File: src/rtl/muldiv_if.sv
`default_nettype none
// ============================================================================
// Module  : muldiv_if
// Brief   : Decode/execute to multiply-divide unit handshake and writeback bundle.
// Revision: 1.0
// ============================================================================
interface muldiv_if #(
  parameter int XLEN = 32
);
  logic            start_i;
  logic [2:0]      opfunc3_i;
  logic [XLEN-1:0] rs1_i;
  logic [XLEN-1:0] rs2_i;
  logic [4:0]      rd_addr_i;
  logic            flush_i;
  logic            busy_o;
  logic            done_o;
  logic [XLEN-1:0] result_o;
  logic [4:0]      rd_addr_o;
  logic            rd_we_o;

  modport master (
    output start_i, opfunc3_i, rs1_i, rs2_i, rd_addr_i, flush_i,
    input  busy_o, done_o, result_o, rd_addr_o, rd_we_o
  );

  modport slave (
    input  start_i, opfunc3_i, rs1_i, rs2_i, rd_addr_i, flush_i,
    output busy_o, done_o, result_o, rd_addr_o, rd_we_o
  );
endinterface
`default_nettype wire

File: src/rtl/muldiv_unit.sv
`default_nettype none
// ============================================================================
// Module  : muldiv_unit
// Brief   : Iterative RV32M multiply/divide, one bit per cycle, stalls pipe.
// Revision: 1.0
// ============================================================================
module muldiv_unit #(
  parameter int XLEN      = 32,
  parameter int DIV0_FAST = 1
) (
  input  logic     clk_i,
  input  logic     rst_i,
  muldiv_if.slave  bus
);

  localparam int                 c_cnt_w   = $clog2(XLEN);
  localparam logic [c_cnt_w-1:0] c_last    = c_cnt_w'(XLEN - 1);
  localparam logic [XLEN-1:0]    c_int_min = {1'b1, {(XLEN-1){1'b0}}};

  typedef enum logic [1:0] {
    S_IDLE = 2'd0,
    S_CALC = 2'd1,
    S_DONE = 2'd2
  } state_t;

  state_t              r_state;
  state_t              w_state_nxt;
  logic [c_cnt_w-1:0]  r_count;
  logic [2:0]          r_func;
  logic [4:0]          r_rd;
  logic [XLEN-1:0]     r_a;
  logic [XLEN-1:0]     r_b;
  logic                r_neg;
  logic                r_sa;
  logic [2*XLEN-1:0]   r_acc;
  logic [XLEN-1:0]     r_result;
  logic [4:0]          r_rd_out;

  logic                w_accept;
  logic                w_a_signed;
  logic                w_b_signed;
  logic                w_sa;
  logic                w_sb;
  logic [XLEN-1:0]     w_abs_a;
  logic [XLEN-1:0]     w_abs_b;
  logic                w_div0;
  logic                w_ovf;
  logic                w_fast;
  logic [XLEN-1:0]     w_fast_res;
  logic [XLEN:0]       w_sum;
  logic [2*XLEN-1:0]   w_mul_nxt;
  logic [XLEN:0]       w_shift;
  logic [XLEN:0]       w_sub;
  logic [2*XLEN-1:0]   w_div_nxt;
  logic [2*XLEN-1:0]   w_acc_nxt;
  logic [2*XLEN-1:0]   w_prod;
  logic [XLEN-1:0]     w_quo;
  logic [XLEN-1:0]     w_rem;
  logic [XLEN-1:0]     w_calc_res;
  logic                w_busy;
  logic                w_done;

  assign w_accept = bus.start_i & ~bus.flush_i;

  always_comb begin
    w_a_signed = 1'b0;
    w_b_signed = 1'b0;
    case (bus.opfunc3_i)
      3'b000, 3'b001, 3'b100, 3'b110: begin
        w_a_signed = 1'b1;
        w_b_signed = 1'b1;
      end
      3'b010:  w_a_signed = 1'b1;
      default: ;
    endcase
  end

  assign w_sa    = w_a_signed & bus.rs1_i[XLEN-1];
  assign w_sb    = w_b_signed & bus.rs2_i[XLEN-1];
  assign w_abs_a = w_sa ? -bus.rs1_i : bus.rs1_i;
  assign w_abs_b = w_sb ? -bus.rs2_i : bus.rs2_i;

  assign w_div0 = bus.opfunc3_i[2] & (bus.rs2_i == '0);
  assign w_ovf  = bus.opfunc3_i[2] & ~bus.opfunc3_i[0] &
                  (bus.rs1_i == c_int_min) & (bus.rs2_i == '1);
  assign w_fast = (DIV0_FAST != 0) && (w_div0 || w_ovf);

  always_comb begin
    if (bus.opfunc3_i[1]) w_fast_res = w_div0 ? bus.rs1_i : '0;
    else                  w_fast_res = w_div0 ? '1 : c_int_min;
  end

  // Shift-add: upper half accumulates, multiplier drains out of the lower half.
  assign w_sum     = {1'b0, r_acc[2*XLEN-1:XLEN]} + (r_acc[0] ? {1'b0, r_a} : '0);
  assign w_mul_nxt = {w_sum, r_acc[XLEN-1:1]};

  // Remainder stays below the divisor, so bit XLEN of the difference is the borrow.
  assign w_shift   = {r_acc[2*XLEN-1:XLEN], r_acc[XLEN-1]};
  assign w_sub     = w_shift - {1'b0, r_b};
  assign w_div_nxt = w_sub[XLEN] ? {w_shift[XLEN-1:0], r_acc[XLEN-2:0], 1'b0}
                                 : {w_sub[XLEN-1:0],   r_acc[XLEN-2:0], 1'b1};

  assign w_acc_nxt = r_func[2] ? w_div_nxt : w_mul_nxt;
  assign w_prod    = r_neg ? -w_acc_nxt : w_acc_nxt;
  assign w_quo     = r_neg ? -w_acc_nxt[XLEN-1:0] : w_acc_nxt[XLEN-1:0];
  assign w_rem     = r_sa  ? -w_acc_nxt[2*XLEN-1:XLEN] : w_acc_nxt[2*XLEN-1:XLEN];

  always_comb begin
    case (r_func)
      3'b000:                 w_calc_res = w_prod[XLEN-1:0];
      3'b001, 3'b010, 3'b011: w_calc_res = w_prod[2*XLEN-1:XLEN];
      3'b100, 3'b101:         w_calc_res = w_quo;
      default:                w_calc_res = w_rem;
    endcase
  end

  always_ff @(posedge clk_i) begin
    if (rst_i) r_state <= S_IDLE;
    else       r_state <= w_state_nxt;
  end

  always_comb begin
    w_state_nxt = r_state;
    w_busy      = 1'b0;
    w_done      = 1'b0;
    case (r_state)
      S_IDLE: begin
        if (w_accept) begin
          w_busy      = 1'b1;
          w_state_nxt = w_fast ? S_DONE : S_CALC;
        end
      end
      S_CALC: begin
        w_busy = 1'b1;
        if (bus.flush_i)           w_state_nxt = S_IDLE;
        else if (r_count == c_last) w_state_nxt = S_DONE;
      end
      S_DONE: begin
        w_done      = ~bus.flush_i;
        w_state_nxt = S_IDLE;
      end
      default: w_state_nxt = S_IDLE;
    endcase
  end

  always_ff @(posedge clk_i) begin
    if (rst_i) begin
      r_count  <= '0;
      r_func   <= '0;
      r_rd     <= '0;
      r_a      <= '0;
      r_b      <= '0;
      r_neg    <= 1'b0;
      r_sa     <= 1'b0;
      r_acc    <= '0;
      r_result <= '0;
      r_rd_out <= '0;
    end else begin
      case (r_state)
        S_IDLE: begin
          if (w_accept) begin
            r_func  <= bus.opfunc3_i;
            r_rd    <= bus.rd_addr_i;
            r_a     <= w_abs_a;
            r_b     <= w_abs_b;
            // Zero divisor keeps the all-ones quotient unsigned-looking.
            r_neg   <= (w_sa ^ w_sb) & (bus.rs2_i != '0);
            r_sa    <= w_sa;
            r_count <= '0;
            r_acc   <= bus.opfunc3_i[2] ? {{XLEN{1'b0}}, w_abs_a}
                                        : {{XLEN{1'b0}}, w_abs_b};
            if (w_fast) begin
              r_result <= w_fast_res;
              r_rd_out <= bus.rd_addr_i;
            end
          end
        end
        S_CALC: begin
          if (!bus.flush_i) begin
            r_acc   <= w_acc_nxt;
            r_count <= r_count + c_cnt_w'(1);
            if (r_count == c_last) begin
              r_result <= w_calc_res;
              r_rd_out <= r_rd;
            end
          end
        end
        default: ;
      endcase
    end
  end

  assign bus.busy_o    = w_busy;
  assign bus.done_o    = w_done;
  assign bus.rd_we_o   = w_done;
  assign bus.result_o  = r_result;
  assign bus.rd_addr_o = r_rd_out;

endmodule
`default_nettype wire

File: src/flat_wrapper.sv
// flat-port wrapper written by rule: the top's interface ports become plain ports
module muldiv_unit_flat 
#(
  parameter int XLEN      = 32,
  parameter int DIV0_FAST = 1
)
  (clk_i, rst_i, bus_start_i, bus_opfunc3_i, bus_rs1_i, bus_rs2_i, bus_rd_addr_i, bus_flush_i, bus_busy_o, bus_done_o, bus_result_o, bus_rd_addr_o, bus_rd_we_o);
  muldiv_if #(.XLEN(XLEN)) bus_i ();
  input  logic clk_i;
  input  logic rst_i;
  input wire logic [$bits(bus_i.start_i)-1:0] bus_start_i;
  input wire logic [$bits(bus_i.opfunc3_i)-1:0] bus_opfunc3_i;
  input wire logic [$bits(bus_i.rs1_i)-1:0] bus_rs1_i;
  input wire logic [$bits(bus_i.rs2_i)-1:0] bus_rs2_i;
  input wire logic [$bits(bus_i.rd_addr_i)-1:0] bus_rd_addr_i;
  input wire logic [$bits(bus_i.flush_i)-1:0] bus_flush_i;
  output wire logic [$bits(bus_i.busy_o)-1:0] bus_busy_o;
  output wire logic [$bits(bus_i.done_o)-1:0] bus_done_o;
  output wire logic [$bits(bus_i.result_o)-1:0] bus_result_o;
  output wire logic [$bits(bus_i.rd_addr_o)-1:0] bus_rd_addr_o;
  output wire logic [$bits(bus_i.rd_we_o)-1:0] bus_rd_we_o;
  assign bus_i.start_i = bus_start_i;
  assign bus_i.opfunc3_i = bus_opfunc3_i;
  assign bus_i.rs1_i = bus_rs1_i;
  assign bus_i.rs2_i = bus_rs2_i;
  assign bus_i.rd_addr_i = bus_rd_addr_i;
  assign bus_i.flush_i = bus_flush_i;
  assign bus_busy_o = bus_i.busy_o;
  assign bus_done_o = bus_i.done_o;
  assign bus_result_o = bus_i.result_o;
  assign bus_rd_addr_o = bus_i.rd_addr_o;
  assign bus_rd_we_o = bus_i.rd_we_o;
  muldiv_unit #(.XLEN(XLEN), .DIV0_FAST(DIV0_FAST)) u_core (.clk_i(clk_i), .rst_i(rst_i), .bus(bus_i));
endmodule
File: config.mk
export PLATFORM = sky130hd
export DESIGN_NAME = muldiv_unit_flat
export DESIGN_NICKNAME = d
export VERILOG_FILES = /design/src/rtl/muldiv_if.sv /design/src/rtl/muldiv_unit.sv /design/src/flat_wrapper.sv
export SDC_FILE = /design/constraint.sdc
export NUM_CORES = 1
export LEC_CHECK = 0
export CAP_MARGIN = 25
export CELL_PAD_IN_SITES_DETAIL_PLACEMENT = 0
export CELL_PAD_IN_SITES_GLOBAL_PLACEMENT = 1
export CORE_MARGIN = 5
export CORE_UTILIZATION = 48
export DETAILED_ROUTE_END_ITERATION = 10
export GPL_TIMING_DRIVEN = 0
export PLACE_DENSITY = 0.9
export SETUP_SLACK_MARGIN = 0.3
export SLEW_MARGIN = 20
export SYNTH_ARGS = -nofsm -noshare
export SYNTH_HDL_FRONTEND = slang
export SYNTH_SLANG_ARGS = --single-unit
File: constraint.sdc
create_clock -name clk_i -period 9.8 [get_ports clk_i]
set_input_delay 1.47 -clock clk_i [delete_from_list [all_inputs] [get_ports clk_i]]
set_output_delay 1.47 -clock clk_i [all_outputs]
set_load 0.005 [all_outputs]
==> reports/results.ini <==
[yosys]
yosysWarnings=0
synth_ff_type=dfxtp_1
synth_cells=2380
yosysTopAreaCellShare_pct=21.4
synth_xor_area_share_pct=8.73
synth_top_cell_by_area=dfxtp_1
synth-simple-area-share_pct=23.5
async_flop_share_pct=0
synthMuxAreaShare_pct=3.54
avgSynthCellArea_um2=7.16
synth_top_family_by_area=compound AO/OA/AOI/OAI gates
synthesis.area_um2=17000
synthTopCellsByArea=dfxtp_1 21%, nor2_1 6.6%, ha_1 5.2%, o21ai_0 5.1%, xnor2_1 5.0%
synth_edf_count=0
yosysSeqAreaShare_pct=21.4
synth_cell_types=94
ys_ff_latch=182
syn-num-nets=2529
yosys.area_share.adder_pct=5.45
synth_compound_area_share_pct=31.7

[timing]
tns_ns=0
fin_crit_sh_pct=70.5
min_period_ns=6.91
worst-slew-pin-transition_ns=1.10
fin_ws_ns=2.89
setup_viol=0
hold_violations=0
slew_headroom_pct=25.9
rsz0062_at_grt=no
max_freq_mhz=145
skew_ns=0.0126
slew_viol_final=0

[power_and_ir_drop]
p_leak_nw=7.09
ir_drop_uv=169
power_density_nw_per_um2=122

[setup_path]
critPathRequiredTime_ns=10.18
cp_max_fo=10
critical_path_buf_inv_count=9
worst-setup-path-type=flop to flop
critPathLaunchType=flop
critPathCaptureType=flop
critPathSlowestCell=clkbuf_1
crit_arrival_ns=7.29
cp_common_cell=buf_2
cpLargestDelayFamily=buffers and inverters
crit_chain=clkbuf_1 -> buf_1 -> buf_2 -> buf_2 -> buf_2 -> buf_2 -> buf_2 -> buf_1 -> clkbuf_1 -> mux2i_1 -> nand2_1 -> o21ai_0 -> xnor2_1 -> o21ai_0 -> a21oi_1 -> a311oi_1
critical-path-max-stage-delay_ns=0.78

[grt]
grt_pass1_vias=18800
overflow=0
grt_max_degree=23
grt_antenna_before_repair=2
grtUsageTotal_pct=42.5
grt_pass1_wl_um=125000

[cts]
clk_path_buf_depth=2
cts_setup_buffers=0
cts_hold_buf=0
cts_root_buffer=clkbuf_16
worstSkewPairLatency_ns=0.47
cts_buffers=17
cts_tree=done
clock_sinks=182
clkTransAtPathRegs_ns=0.08
htree_levels=4
cts_resized=0

[detailed_routing]
drt-pass1-iter-count=8
post-route-drc-count=0
drt-total-wl_um=86700
routed-via-count=20600
viasPerCell=6.89
wire_per_inst_um=29.0
postRouteAntennaNets=0
drtIter0Drc=3299

[place]
dp_slack_ns=3.39
hpwl_um=70600
gp_routability_congestion=1.16
numPortBuffers=113

[floorplan]
die_h_um=198
ios=116
start_util_pct=48.3
placement_rows=69
fp.dieArea_um2=39400
core_um2=35300
die_w_um=198

[cells_and_area]
seq_area_um2=3640
fillers=3538
area.growth.synth_to_final_pct=14.0
nets=2664
layout-drive-gt1-share_pct=4.31
multi_input_area_um2=12500

[flow_run]
maxCapViolations=0

[worst_hold_path]
min-delay-path-class=flop to flop

[outcome]
status=complete, no violations

[through the flow]
| stage | cells | power (W) | util (%) | cell area (µm²) | hold WS, ns |
|---|---|---|---|---|---|
| floorplan | 2380 | 0.00128 | - | 17000 | 0.432 |
| global placement | 2954 | 0.00158 | 53.1 | 18800 | 0.446 |
| detailed placement | 2956 | 0.00159 | 53.2 | 18800 | 0.448 |
| CTS | 2988 | 0.00232 | 55.0 | 19400 | 0.460 |
| global route | 2989 | 0.00243 | 55.0 | 19400 | 0.478 |
| finish | 2990 | 0.00237 | 55.0 | 19400 | 0.459 |
[cell usage after synthesis, types with 15 or more instances]
cell      number
inv_1         74
ha_1          71
nand2_1      207
o211ai_1      70
nand4_1       34
buf_2         17
a31oi_1       28
a21oi_1      165
dfxtp_1      182
nand3_1       52
mux2i_1       57
o31ai_1       21
and3_1        29
a22oi_1       34
o21a_1        15
a21o_1        33
nor4_1        19
or3_1         15
nor2_1       298
a211oi_1      95
o21ai_0      175
clkbuf_1     127
nor3_1        65
xnor2_1       97
and2_1        54
a311oi_1      31
xor2_1        73
[where the power goes]
part	total (W)	switching [W]	leakage (nW)	internal [W]
clock network	0.000757	0.000400	0.302	0.000357
logic	0.000805	0.000552	5.30	0.000253
registers	0.000812	0.0000336	1.49	0.000778
[kinds of logic (layout without fill, tap and decap cells)]
group / after synthesis / in the layout
and+or+nand+nor: 851 / 851
AOI/OAI and AO/OA: 803 / 803
buffers and inverters: 241 / 389
DFF: 182 / 182
xor gates and xnor gates: 170 / 170
adders and majority gates: 73 / 73
muxes: 60 / 60
other: 0 / 1
[sequential cells by signal (all words and copies together) (netlist names)]
signal,cells
u_core.r_rd,5
u_core.r_func,3
u_core.r_count,5
u_core.bus.rd_addr_o,5
u_core.r_neg,1
u_core.bus.result_o,32
u_core.r_b,32
u_core.r_acc,64
u_core.r_a,32
u_core.r_sa,1
u_core.r_state,2
[cell usage in the layout (no fill, tap or decap), types with 14 or more instances in the layout]
cell type and instances:
a311oi_1 29, inv_1 74, and3_1 29, a21oi_1 165, ha_1 71, clkbuf_16 17, or3_1 15, a22oi_1 34
o21a_1 15, nand4_1 34, buf_1 14, clkbuf_1 127, xnor2_1 97, buf_2 19, xor2_1 73, and2_1 54
nand2_1 207, nor2b_1 14, nor2_1 298, nor3_1 65, nand3_1 52, o211ai_1 70, nor4_1 18, o31ai_1 21
a21o_1 33, a211oi_1 95, o21ai_0 175, nand2b_1 14, mux2i_1 56, a31oi_1 28, clkdlybuf4s50_1 113, dfxtp_1 182
[cell type report]
cell class	count	share of cell area [%]
multi-input combinational	1957	64.1
sequential	182	18.7
timing repair buffer	116	5.91
buffer	165	3.53
tap	461	2.97
clock buffer	17	2.19
inverter	76	1.47
clock inverter	15	1.08
antenna	1	0.0129
[worst min-delay path, stage by stage, from the launching register on]
cell     delay, ns
dfxtp_1       0.32
nand2_1       0.05
a21oi_1       0.05
[layer usage]
| metal | GRT usage [%] | share of wire (%) |
|---|---|---|
| met5 | 0 | 0.015 |
| met4 | 20.9 | 6.6 |
| met3 | 12.3 | 12 |
| met2 | 63.6 | 41 |
| met1 | 56.3 | 40 |
[path summary, 6_finish.rpt]
kind | startpoint | to | slack (ns) | depth (start not counted)
hold reg to reg | u_core.r_rd[2] | u_core.r_rd[2] | 0.46 | 2
hold / removal | u_core.r_rd[2] | u_core.r_rd[2] | 0.46 | 2
setup / recovery | u_core.r_func[2] | u_core.bus.result_o[18] | 2.89 | 16
setup reg to reg | u_core.r_func[2] | u_core.bus.result_o[18] | 2.89 | 16
(Power assumes the default switching activity.)
